**config.mk**
```make
export PLATFORM = sky130hd
export DESIGN_NAME = rtype_sequencer
export DESIGN_NICKNAME = d
export VERILOG_FILES = /design/src/rtl/proc_pkg.sv /design/src/rtl/alu_rtype.sv /design/src/rtl/rtype_sequencer.sv
export SDC_FILE = /design/constraint.sdc
export NUM_CORES = 1
export LEC_CHECK = 0
export CELL_PAD_IN_SITES_DETAIL_PLACEMENT = 1
export CELL_PAD_IN_SITES_GLOBAL_PLACEMENT = 2
export CORE_ASPECT_RATIO = 2
export CORE_MARGIN = 2
export CORE_UTILIZATION = 32
export CTS_BUF_LIST = sky130_fd_sc_hd__clkbuf_4
export DETAILED_ROUTE_END_ITERATION = 10
export GPL_TIMING_DRIVEN = 1
export HOLD_SLACK_MARGIN = 0.15
export PLACE_DENSITY = 0.86
export SYNTH_ARGS = -nofsm -noshare
export SYNTH_HDL_FRONTEND = slang
export SYNTH_SLANG_ARGS = --single-unit
export TNS_END_PERCENT = 1
```
**constraint.sdc**
```tcl
create_clock -name clk -period 3.4 [get_ports clk]
set_input_delay 0.68 -clock clk [delete_from_list [all_inputs] [get_ports clk]]
set_output_delay 0.68 -clock clk [all_outputs]
set_load 0.005 [all_outputs]
```
**src/rtl/proc_pkg.sv**
```systemverilog
// Shared R-type encoding constants, field positions and sequencer state encoding.
package proc_pkg;

  localparam int unsigned XLEN = 32;

  // Instruction field bit positions
  localparam int unsigned OpcodeMsb = 31;
  localparam int unsigned OpcodeLsb = 26;
  localparam int unsigned RsMsb     = 25;
  localparam int unsigned RsLsb     = 21;
  localparam int unsigned RtMsb     = 20;
  localparam int unsigned RtLsb     = 16;
  localparam int unsigned RdMsb     = 15;
  localparam int unsigned RdLsb     = 11;
  localparam int unsigned FunctMsb  = 5;
  localparam int unsigned FunctLsb  = 0;

  localparam logic [5:0] OpRtype   = 6'h00;
  localparam logic [5:0] FunctAdd  = 6'h20;
  localparam logic [5:0] FunctSub  = 6'h22;
  localparam logic [5:0] FunctAnd  = 6'h24;
  localparam logic [5:0] FunctOr   = 6'h25;
  localparam logic [5:0] FunctSlt  = 6'h2A;

  typedef enum logic [2:0] {
    StIdle   = 3'd0,
    StDecode = 3'd1,
    StRead   = 3'd2,
    StExec   = 3'd3,
    StWb     = 3'd4
  } state_e;

  function automatic logic [5:0] get_opcode(input logic [XLEN-1:0] word);
    return word[OpcodeMsb:OpcodeLsb];
  endfunction

  function automatic logic [4:0] get_rs(input logic [XLEN-1:0] word);
    return word[RsMsb:RsLsb];
  endfunction

  function automatic logic [4:0] get_rt(input logic [XLEN-1:0] word);
    return word[RtMsb:RtLsb];
  endfunction

  function automatic logic [4:0] get_rd(input logic [XLEN-1:0] word);
    return word[RdMsb:RdLsb];
  endfunction

  function automatic logic [5:0] get_funct(input logic [XLEN-1:0] word);
    return word[FunctMsb:FunctLsb];
  endfunction

endpackage

```
**src/rtl/alu_rtype.sv**
```systemverilog
// Combinational R-type ALU: ADD/SUB wrap, AND/OR bitwise, SLT signed compare.
module alu_rtype
  import proc_pkg::*;
(
  input  logic [XLEN-1:0] a,
  input  logic [XLEN-1:0] b,
  input  logic [5:0]      funct,
  output logic [XLEN-1:0] result,
  output logic            valid_funct
);

  always_comb begin
    result      = '0;
    valid_funct = 1'b0;
    case (funct)
      FunctAdd: begin
        result      = a + b;
        valid_funct = 1'b1;
      end
      FunctSub: begin
        result      = a - b;
        valid_funct = 1'b1;
      end
      FunctAnd: begin
        result      = a & b;
        valid_funct = 1'b1;
      end
      FunctOr: begin
        result      = a | b;
        valid_funct = 1'b1;
      end
      FunctSlt: begin
        result      = {{(XLEN-1){1'b0}}, ($signed(a) < $signed(b))};
        valid_funct = 1'b1;
      end
      default: begin
        result      = '0;
        valid_funct = 1'b0;
      end
    endcase
  end

endmodule

```
**src/rtl/rtype_sequencer.sv**
```systemverilog
// Multi-cycle R-type sequencer: IDLE -> DECODE -> READ -> EXEC -> WB, one cycle per state.
module rtype_sequencer
  import proc_pkg::*;
(
  input  logic            clk,
  input  logic            rst,
  input  logic            instr_valid,
  input  logic [XLEN-1:0] instr,
  output logic            instr_ready,
  output logic [4:0]      rs,
  output logic [4:0]      rt,
  output logic [4:0]      rd,
  input  logic [XLEN-1:0] rf_a,
  input  logic [XLEN-1:0] rf_b,
  output logic [XLEN-1:0] wb_data,
  output logic            rf_we,
  output logic            done,
  output logic            illegal
);

  state_e          state_q, state_d;
  logic [XLEN-1:0] ir_q;
  logic [XLEN-1:0] opa_q;
  logic [XLEN-1:0] opb_q;
  logic [XLEN-1:0] result_q;
  logic            illegal_q;

  logic [XLEN-1:0] alu_result;
  logic            alu_valid;
  logic            legal;

  alu_rtype u_alu (
    .a           (opa_q),
    .b           (opb_q),
    .funct       (get_funct(ir_q)),
    .result      (alu_result),
    .valid_funct (alu_valid)
  );

  assign legal = (get_opcode(ir_q) == OpRtype) && alu_valid;

  always_comb begin
    state_d = state_q;
    unique case (state_q)
      StIdle:   if (instr_valid) state_d = StDecode;
      StDecode: state_d = legal ? StRead : StIdle;
      StRead:   state_d = StExec;
      StExec:   state_d = StWb;
      StWb:     state_d = StIdle;
      default:  state_d = StIdle;
    endcase
  end

  always_ff @(posedge clk) begin
    if (rst) begin
      state_q   <= StIdle;
      ir_q      <= '0;
      opa_q     <= '0;
      opb_q     <= '0;
      result_q  <= '0;
      illegal_q <= 1'b0;
    end else begin
      state_q   <= state_d;
      // Pulse lands in the cycle after DECODE, alongside the return to IDLE.
      illegal_q <= (state_q == StDecode) && !legal;
      if (state_q == StIdle && instr_valid) ir_q <= instr;
      if (state_q == StRead) begin
        opa_q <= rf_a;
        opb_q <= rf_b;
      end
      if (state_q == StExec) result_q <= alu_result;
    end
  end

  // Outputs depend only on state and registers; instr never reaches an output directly.
  always_comb begin
    instr_ready = (state_q == StIdle);
    rs          = '0;
    rt          = '0;
    rd          = '0;
    rf_we       = 1'b0;
    done        = 1'b0;
    wb_data     = result_q;
    illegal     = illegal_q;
    if (state_q != StIdle) begin
      rs = get_rs(ir_q);
      rt = get_rt(ir_q);
    end
    // rd stays on the discard register unless we are actually writing back.
    if (state_q == StWb) begin
      rd    = get_rd(ir_q);
      rf_we = 1'b1;
      done  = 1'b1;
    end
  end

endmodule

```
==> metrics.md, run 1 <==
| Metric | Value |
|---|---|
| Synth cell types | 77 |
| CTS tree | done |
| Post-DP Area | 0.0112 mm^2 |
| Total wire length | 33400 um |
| Top cell type's share of synthesized area | 0.271 |
| Overall Global Routing Usage | 0.216 |
| Post-synth top area cell | dfxtp_1 |
| Non-filler instance count after layout | 1783 |
| Starting Density | 0.325 |
| Crit path launch type | flop |
| Clk_skew | 29.6 ps |
| Status | completed |
| RSZ-0062 raised after global routing | false |
| Port buffer count | 144 |
| Top_reg_cell synth | dfxtp_1 |
| First-pass GRT wire length | 52400 um |
| Slew Limit Fails | 0 |
| Final Util | 0.399 |
| Synthesis-stage register bit count | 127 |
| Crit Path Class | reg -> reg |
| Vias in the first global route | 9852 |
| Post-synth EDFFs | 0 |
| Synthesized area per cell | 7.26 um^2 |
| Vias per cell | 5.35 |
| Fmax | 0.313 GHz |
| I/O pin count | 150 |
| DRC Markers | 0 |
| Reg2reg path depth | 11 |
| Maxcap violations | 0 |
| Hold Vio Cnt, Final | 0 |
| Synth cell count leaders | nand2_1 (227), a21oi_1 (183), dfxtp_1 (127) |
| Clock sinks | 127 |
| Part of the cycle the worst path needs | 0.940 |
| Total setup buffers inserted after CTS | 0 |
| Syn. warnings | 0 |
| Critical Path AT | 3780 ps |
| Drt wl/cell | 18.7 um |
| Clock Pin Slew Worst Setup and Hold Paths | 150 ps |
| Pin count of the biggest net entering global routing | 64 |
| Die extent in x | 125 um |
| Static Leak | 4.14 nW |
| Class of the worst hold path | in -> reg |
| Clk_lat worst skew | 640 ps |
| Sequential fraction of the synthesis area | 0.271 |
| Initial antenna violation count | 1 |
| Hold slack | 276 ps |
| P per Cell Area | 265 mW/mm^2 |
| Placed cell count | 1750 |
| Mapped Cells | 1291 |
| GRT overflow | 0 |
| Number of fill cells | 3643 |
| Ratio of cells with drive above 1 in the final layout | 0.0696 |
| Most frequent cell after synthesis | nand2_1 |
| Worst-path fanout max | 3 |
| Pre-CTS setup slack | 151 ps |
| Initial DRC count | 379 |
| Final WS setup | 203 ps |
| Pwr Total | 3.05 mW |
| Worst Path Required | 3980 ps |
| DIE HEIGHT | 246 um |
| Final ANT Viol Nets | 0 |
| Post-synth ARST share | 0 |
| Core ar. | 0.0288 mm^2 |
| Final Wtd Congestion | 0.930 |
| Peak supply drop | 0.240 mV |
| Worst rel slew slack | 0.396 |
| Row cnt | 88 |
| Hpwl dp | 26400 um |
| Htree depth | 4 |
| Final setup viols | 0 |
| Synth Cell Area | 0.00937 mm^2 |
| Synthesized Nets | 1488 |
| Syn-to-layout area delta | 22.7% |
| CP Capture Type | flop |
| Slew @ Worst Pin | 904 ps |
| Nets | 1606 |
| CTS Buf Count | 17 |
| Setup TNS | 0 ps |
| Design area | 0.0115 mm^2 |
| Pre-Repair DR Iteration Count | 4 |
| Routed vias | 9539 |
| Die area | 0.0308 mm^2 |
| CTS root buf | clkbuf_4 |
| Hold depth | 2 |
| Minimum clock period after layout | 3200 ps |
| Synth area leaders | dfxtp_1 (27%), ha_1 (13%), a21oi_1 (9.8%), nand2_1 (9.1%), inv_1 (4.1%) |
| Worst-case clock buffer depth | 2 |
[critical path: stages, from the launching register on]
cell       delay, ps
dfxtp_1          350
ha_1             250
fa_1             450
a21oi_4          210
o221ai_2         170
a221oi_4         370
o211ai_2         140
a311o_1          390
a2111oi_4        410
nor3_1            80
nand3b_1         180
a21oi_1          160
[logic make-up after synthesis]
logic type,share of synthesized area
muxes,0.0203
DFF,0.271
xor gates and xnor gates,0.0243
AOI/OAI and AO/OA,0.249
buffers and inverters,0.0781
and+or+nand+nor,0.224
adders and majority gates,0.132
[flip-flops by register name, indices dropped and copies added, names as in the netlist]
signal	flops
illegal	1
ir_q	27
opa_q	32
opb_q	32
state_q	3
wb_data	32
[layout make-up]
cell class	count	area [um^2]	area share
tap	360	450	0.0392
sequential	127	2540	0.221
antenna	1	2.50	0.000218
clock inverter	15	143	0.0124
clock buffer	17	128	0.0111
timing repair buffer	180	1710	0.149
inverter	103	387	0.0336
multi-input combinational	980	6140	0.534
[worst paths after layout]
| path | from | to | slack (ps) |
|---|---|---|---|
| hold / removal | rst | opa_q[31] | 280 |
| setup reg to reg | opa_q[0] | wb_data[28] | 200 |
| setup / recovery | opa_q[0] | wb_data[28] | 200 |
| hold reg to reg | ir_q[4] | ir_q[4] | 460 |
[routing by layer]
metal / up-vias / share of wire / track usage
met3: 72 / 0.022 / 0.0267
met2: 173 / 0.58 / 0.443
met1: 4613 / 0.36 / 0.202
met4: 0 / 0.045 / 0.115
li1: 4681 / - / -
met5: - / 0 / 0
[cells in the final DEF (no fill, tap or decap), drive strengths merged, types with 6 or more instances in the layout]
master,Yosys,layout
nor3,35,35
a211oi,27,27
o21bai,8,8
o31ai,11,11
nand4,6,6
a21oi,187,187
xnor2,24,24
a31oi,11,11
mux2i,19,19
dfxtp,127,127
nor2b,13,13
clkbuf,63,17
or3,9,9
inv,102,111
a221oi,15,15
nor4,14,14
nand2b,11,11
nand2,227,227
or2,8,8
and2,9,9
ha,96,96
a21o,7,7
nor2,98,98
o21ai,51,51
clkdlybuf4s50,0,143
nand3,22,22
o22ai,6,6
buf,18,37
[power by group]
group	switching, mW	total (mW)	leakage, nW	internal, mW
registers	0.0212	1.53	1.03	1.51
logic	0.236	0.450	2.97	0.214
clock network	0.737	1.06	0.144	0.325
[what timing repair did]
| action | CTS | global route |
|---|---|---|
| setup endpoints to repair | 0 | 6 |
| hold buffers | 0 | 0 |
| gates resized for setup | 0 | 3 |
Power figures use the tool's default switching activity.
==> run 2, diff against run 1 <==
Settings changed: MAX_ROUTING_LAYER from default to met4, PLACE_DENSITY 0.86 to 0.81.
==> metrics.md, run 2 (same netlist as run 1, synthesis figures left out) <==
| Metric | Value |
|---|---|
| Status | completed |
| Placed cell count | 1756 (+0.34%) |
| DRC Markers | 0 (unchanged) |
| Worst-path fanout max | 3 (unchanged) |
| Nets | 1612 (+0.37%) |
| Worst Path Required | 3950 ps (-30 ps) |
| Worst-case clock buffer depth | 2 (unchanged) |
| Hpwl dp | 26400 um (-0.28%) |
| Clock Pin Slew Worst Setup and Hold Paths | 150 ps (about the same) |
| Total setup buffers inserted after CTS | 0 (unchanged) |
| Slowest cell on the critical path | fa_1 |
| Overall Global Routing Usage | 0.224 (+0.00799) |
| Htree depth | 4 (unchanged) |
| Ratio of cells with drive above 1 in the final layout | 0.0722 (+0.00256) |
| Crit path largest cell delay | 440 ps (about the same) |
| Row cnt | 88 (unchanged) |
| Class of the worst hold path | in -> reg |
| I/O pin count | 150 (unchanged) |
| Minimum clock period after layout | 3290 ps (+89.0 ps) |
| Clk_lat worst skew | 650 ps (about the same) |
| CTS root buf | clkbuf_4 |
| Die area | 0.0308 mm^2 (unchanged) |
| Pre-CTS setup slack | 96.8 ps (-54.3 ps) |
| Hold slack | 389 ps (+112 ps) |
| Hold Buf Count CTS | 0 (unchanged) |
| Crit Path Class | reg -> reg |
| Slew @ Worst Pin | 1030 ps (+130 ps) |
| Commonest non-fill, non-tap cell in the layout | nand2_1 |
| Hold Vio Cnt, Final | 0 (unchanged) |
| Total wire length | 33800 um (+1.2%) |
| Fmax | 0.304 GHz (-2.7%) |
| Setup TNS | 0 ps (unchanged) |
| Pin count of the biggest net entering global routing | 98 (+53%) |
| Crit path launch type | flop |
| Final Util | 0.399 (about the same) |
| Die extent in x | 125 um (unchanged) |
| First-pass GRT wire length | 52600 um (+0.37%) |
| Vias in the first global route | 9948 (+0.97%) |
| Slew Limit Fails | 0 (unchanged) |
| Critical Path AT | 3840 ps (+60 ps) |
| Resized cells post-CTS | 0 (unchanged) |
| Clk_skew | 35.4 ps (+5.77 ps) |
| Vias per cell | 5.30 (-1.0%) |
| Part of the cycle the worst path needs | 0.966 (+0.0262) |
| Starting Density | 0.325 (unchanged) |
| Core ar. | 0.0288 mm^2 (unchanged) |
| CTS Buf Count | 17 (unchanged) |
| Final WS setup | 114 ps (-89.0 ps) |
| DIE HEIGHT | 246 um (unchanged) |
| CP Capture Type | flop |
| Worst rel slew slack | 0.311 (-0.0851) |
| Clock sinks | 127 (unchanged) |
| Maxcap violations | 0 (unchanged) |
| Final ANT Viol Nets | 0 (unchanged) |
| Peak supply drop | 0.217 mV (-9.8%) |
| CP Cell Sequence | ha_1 > fa_1 > a21oi_4 > o221ai_2 > a221oi_4 > o211ai_2 > a311o_2 > a211oi_1 > nor3_1 > a211oi_1 > a211oi_1 |
| Pre-Repair DR Iteration Count | 4 (unchanged) |
| Final setup viols | 0 (unchanged) |
| CTS tree | done |
| GRT overflow | 0 (unchanged) |
| Syn-to-layout area delta | 22.7% (about the same) |
| Final Wtd Congestion | 0.929 (-0.15%) |
| Routed vias | 9468 (-0.74%) |
| Static Leak | 4.15 nW (+0.16%) |
| Cell mode on critical path | a211oi_1 |
| P per Cell Area | 258 mW/mm^2 (-2.8%) |
| Commonest non-fill, non-tap cells in the layout | nand2_1 (226), a21oi_1 (183), clkdlybuf4s50_1 (143) |
| Port buffer count | 144 (unchanged) |
| Drt wl/cell | 18.9 um (+0.93%) |
| Initial DRC count | 385 (+1.6%) |
| Non-filler instance count after layout | 1788 (+0.28%) |
| RSZ-0062 raised after global routing | false |
| Initial antenna violation count | 1 (unchanged) |
==> run 2: where the power goes <==
group          switching (mW)  internal [mW]
sequential             0.0226           1.51
combinational           0.237          0.214
clock                   0.682          0.293
==> run 2: stage by stage <==
stage               power (mW)  area [um^2]
finish                    2.96        11500
global route              3.12        11500
CTS                       3.02        11500
detailed placement        2.02        11200
global placement          2.01        11200
floorplan                 1.79         9370
==> run 2: path summary, 6_finish.rpt <==
check | startpoint | end | slack, ps | cells after the start
worst max register to register | opa_q[0] | wb_data[26] | 110 | 11
worst max-delay path | opa_q[0] | wb_data[26] | 110 | 11
worst min-delay path | rst | opb_q[25] | 390 | 2
worst min register to register | ir_q[15] | ir_q[15] | 460 | 2
==> run 2: per-layer routing <==
layer  track usage  wire, um
met1         0.208     12200
met2         0.445     19500
met3        0.0319       737
met4        0.0997      1310
met5             -         0
==> run 2: critical path: cells and delay by family, from the launching register on <==
family	cells	cell delay [ps]
AOI/OAI and AO/OA	8	2090
adders and majority gates	2	690
DFF	1	330
and+or+nand+nor	1	90
==> run 2: layout make-up <==
cell class / count / area, um^2
Fill cell: 3654 / 17300
Tap cell: 360 / 450
Inverter: 103 / 387
Clock inverter: 14 / 109
Sequential cell: 127 / 2540
Timing Repair Buffer: 186 / 1750
Clock buffer: 17 / 128
Antenna cell: 1 / 2.50
Multi-Input combinational cell: 980 / 6120
==> run 3, diff against run 2 <==
Settings changed: SLEW_MARGIN from default to 40.
==> metrics.md, run 3 (same netlist as run 1, synthesis figures left out) <==
| Metric | Value |
|---|---|
| Slew Limit Fails | 0 (unchanged) |
| Starting Density | 0.325 (unchanged) |
| Vias in the first global route | 9925 (-0.23%) |
| Maxcap violations | 0 (unchanged) |
| Htree depth | 4 (unchanged) |
| Status | completed |
| Final Util | 0.399 (+0.000694) |
| Slew @ Worst Pin | 736 ps (-297 ps) |
| Number of fill cells | 3577 (-2.1%) |
| I/O pin count | 150 (unchanged) |
| Non-filler instance count after layout | 1789 (+0.056%) |
| P per Cell Area | 257 mW/mm^2 (-0.13%) |
| Hold depth | 2 (unchanged) |
| CTS root buf | clkbuf_4 |
| Nets | 1612 (unchanged) |
| Slowest cell on the critical path | fa_1 |
| Worst-case clock buffer depth | 2 (unchanged) |
| Reg2reg path depth | 11 (unchanged) |
| Hold Vio Cnt, Final | 0 (unchanged) |
| Clock sinks | 127 (unchanged) |
| Minimum clock period after layout | 3250 ps (-39.7 ps) |
| Logic pwr share | 0.152 (about the same) |
| Worst-path fanout max | 3 (unchanged) |
| Critical Path AT | 3820 ps (-20 ps) |
| Core ar. | 0.0288 mm^2 (unchanged) |
| DIE HEIGHT | 246 um (unchanged) |
| Clk_lat worst skew | 650 ps (about the same) |
| First-pass GRT wire length | 52700 um (+0.18%) |
| Fmax | 0.308 GHz (+1.2%) |
| Hold path endpoint | opb_q[23] |
| Net Switching | 941 uW (about the same) |
| Commonest non-fill, non-tap cells in the layout | nand2_1 (225), a21oi_1 (183), clkdlybuf4s50_1 (143) |
| Worst rel slew slack | 0.509 (+0.198) |
| Final Wtd Congestion | 0.929 (unchanged) |
| R2R Setup Slk | 150 ps (+40 ps) |
| Worst Path Required | 3970 ps (+20 ps) |
| Initial DRC count | 380 (-1.3%) |
| Overall Global Routing Usage | 0.224 (+0.000446) |
| Die area | 0.0308 mm^2 (unchanged) |
| Drt wl/cell | 18.8 um (-0.68%) |
| Vias per cell | 5.29 (about the same) |
| Sw Ratio | 0.318 (about the same) |
| Routed vias | 9464 (-0.042%) |
| Total wire length | 33500 um (-0.63%) |
| Class of the worst hold path | in -> reg |
| Part of the cycle the worst path needs | 0.955 (-0.0117) |
| Row cnt | 88 (unchanged) |
| Worst R2R Start | opa_q[0] |
| Sequential Power Share | 0.518 (about the same) |
| Clk_skew | 43.9 ps (+8.50 ps) |
| Syn-to-layout area delta | 22.9% |
| Clock Pin Slew Worst Setup and Hold Paths | 140 ps (about the same) |
| Ratio of cells with drive above 1 in the final layout | 0.0743 (+0.00210) |
| Hold Crit Start | rst |
| FF-to-FF End | wb_data[28] |
| Placed cell count | 1756 (unchanged) |
| Die extent in x | 125 um (unchanged) |
| Hpwl dp | 26300 um (-0.22%) |
| Pin count of the biggest net entering global routing | 98 (unchanged) |
| Hold Buf Count CTS | 0 (unchanged) |
| GRT overflow | 0 (unchanged) |
| Crit path launch type | flop |
| Crit path largest cell delay | 440 ps (about the same) |
| Int Power | 2.02 mW (about the same) |
| Port buffer count | 144 (unchanged) |
| Peak supply drop | 0.207 mV (-4.4%) |
| Pre-Repair DR Iteration Count | 4 (unchanged) |
| Static Leak | 4.15 nW (about the same) |
| Crit Path Class | reg -> reg |
| Final ANT Viol Nets | 0 (unchanged) |
| CTS Buf Count | 17 (unchanged) |
| Clock Power Share | 0.329 (about the same) |
| Worst path bufs/invs | 0 (unchanged) |
| Hold slack | 400 ps (+11.3 ps) |
| CTS tree | done |
| Commonest non-fill, non-tap cell in the layout | nand2_1 |
| CP Capture Type | flop |
| Pwr Total | 2.96 mW (about the same) |
| DRC Markers | 0 (unchanged) |
| CP Cell Sequence | ha_1 > fa_1 > a21oi_4 > o221ai_2 > a221oi_4 > o211ai_2 > a311o_2 > a2111oi_4 > nor3_1 > nand3b_1 > a21oi_1 |
| Final setup viols | 0 (unchanged) |
| Initial antenna violation count | 2 (+1) |
| CP delay by family, top | compound AO/OA/AOI/OAI gates |
run 3: cell count changes in the layout (fill, tap and decap cells not counted), sizes merged:
cell | before | now
diode | 1 | 2
run 3: power groups by stage:
stage | clock [mW] | combinational [mW] | sequential [mW]
2_1_floorplan | 0 | 0.238 | 1.56
6_report | 0.976 | 0.451 | 1.54
3_3_place_gp | 0 | 0.447 | 1.57
3_5_place_dp | 0 | 0.452 | 1.57
5_1_grt | 1.09 | 0.491 | 1.54
4_1_cts | 1.03 | 0.455 | 1.54
run 3: worst reg2reg max path: cells and delay by family (launching register included):
family | cells | cell delay (ps)
adder cells (fa/ha/maj) | 2 | 690
flip-flops | 1 | 330
AND/OR/NAND/NOR | 2 | 260
AO/OA/AOI/OAI | 7 | 1920
run 3: worst max path at each step:
stage / from / endpoint / slack, ps / cells past startpoint
after floorplan: opa_q[0] / wb_data[26] / 550 / 11
after global placement: opa_q[0] / wb_data[26] / 110 / 11
after detailed placement: opa_q[0] / wb_data[26] / 90 / 11
after CTS: opa_q[0] / wb_data[26] / 70 / 11
after global routing: opa_q[0] / wb_data[28] / -30 / 11
final: opa_q[0] / wb_data[28] / 150 / 11
run 3: what timing repair did:
action	4_1_cts	5_1_grt
endpoints found under the setup margin	0	3
buffers inserted	0	0
resized for setup	0	4
run 3: layer usage:
| metal | GRT usage | wire [um] |
|---|---|---|
| met3 | 0.0341 | 753 |
| met2 | 0.451 | 19500 |
| met5 | - | 0 |
| met1 | 0.208 | 12200 |
| met4 | 0.0866 | 1020 |
run 3: layout make-up:
type / instances / area (um^2) / area share
diodes: 2 / 5.00 / 0.000435
multi-input cells: 980 / 6140 / 0.533
repair buffers: 186 / 1760 / 0.153
clock inverters: 14 / 109 / 0.00945
clock buffers: 17 / 128 / 0.0111
flip-flops and latches: 127 / 2540 / 0.221
well taps: 360 / 450 / 0.0391
inverters: 103 / 387 / 0.0336
run 3: metrics by stage:
stage                     cell area [um^2]  setup TNS (ps)  worst slack, ps
after global placement               11200               0              108
final                                11500               0              154
after floorplan                       9370               0              548
after detailed placement             11300               0             88.3
after CTS                            11500               0             69.7
after global routing                 11500           -25.9            -25.9
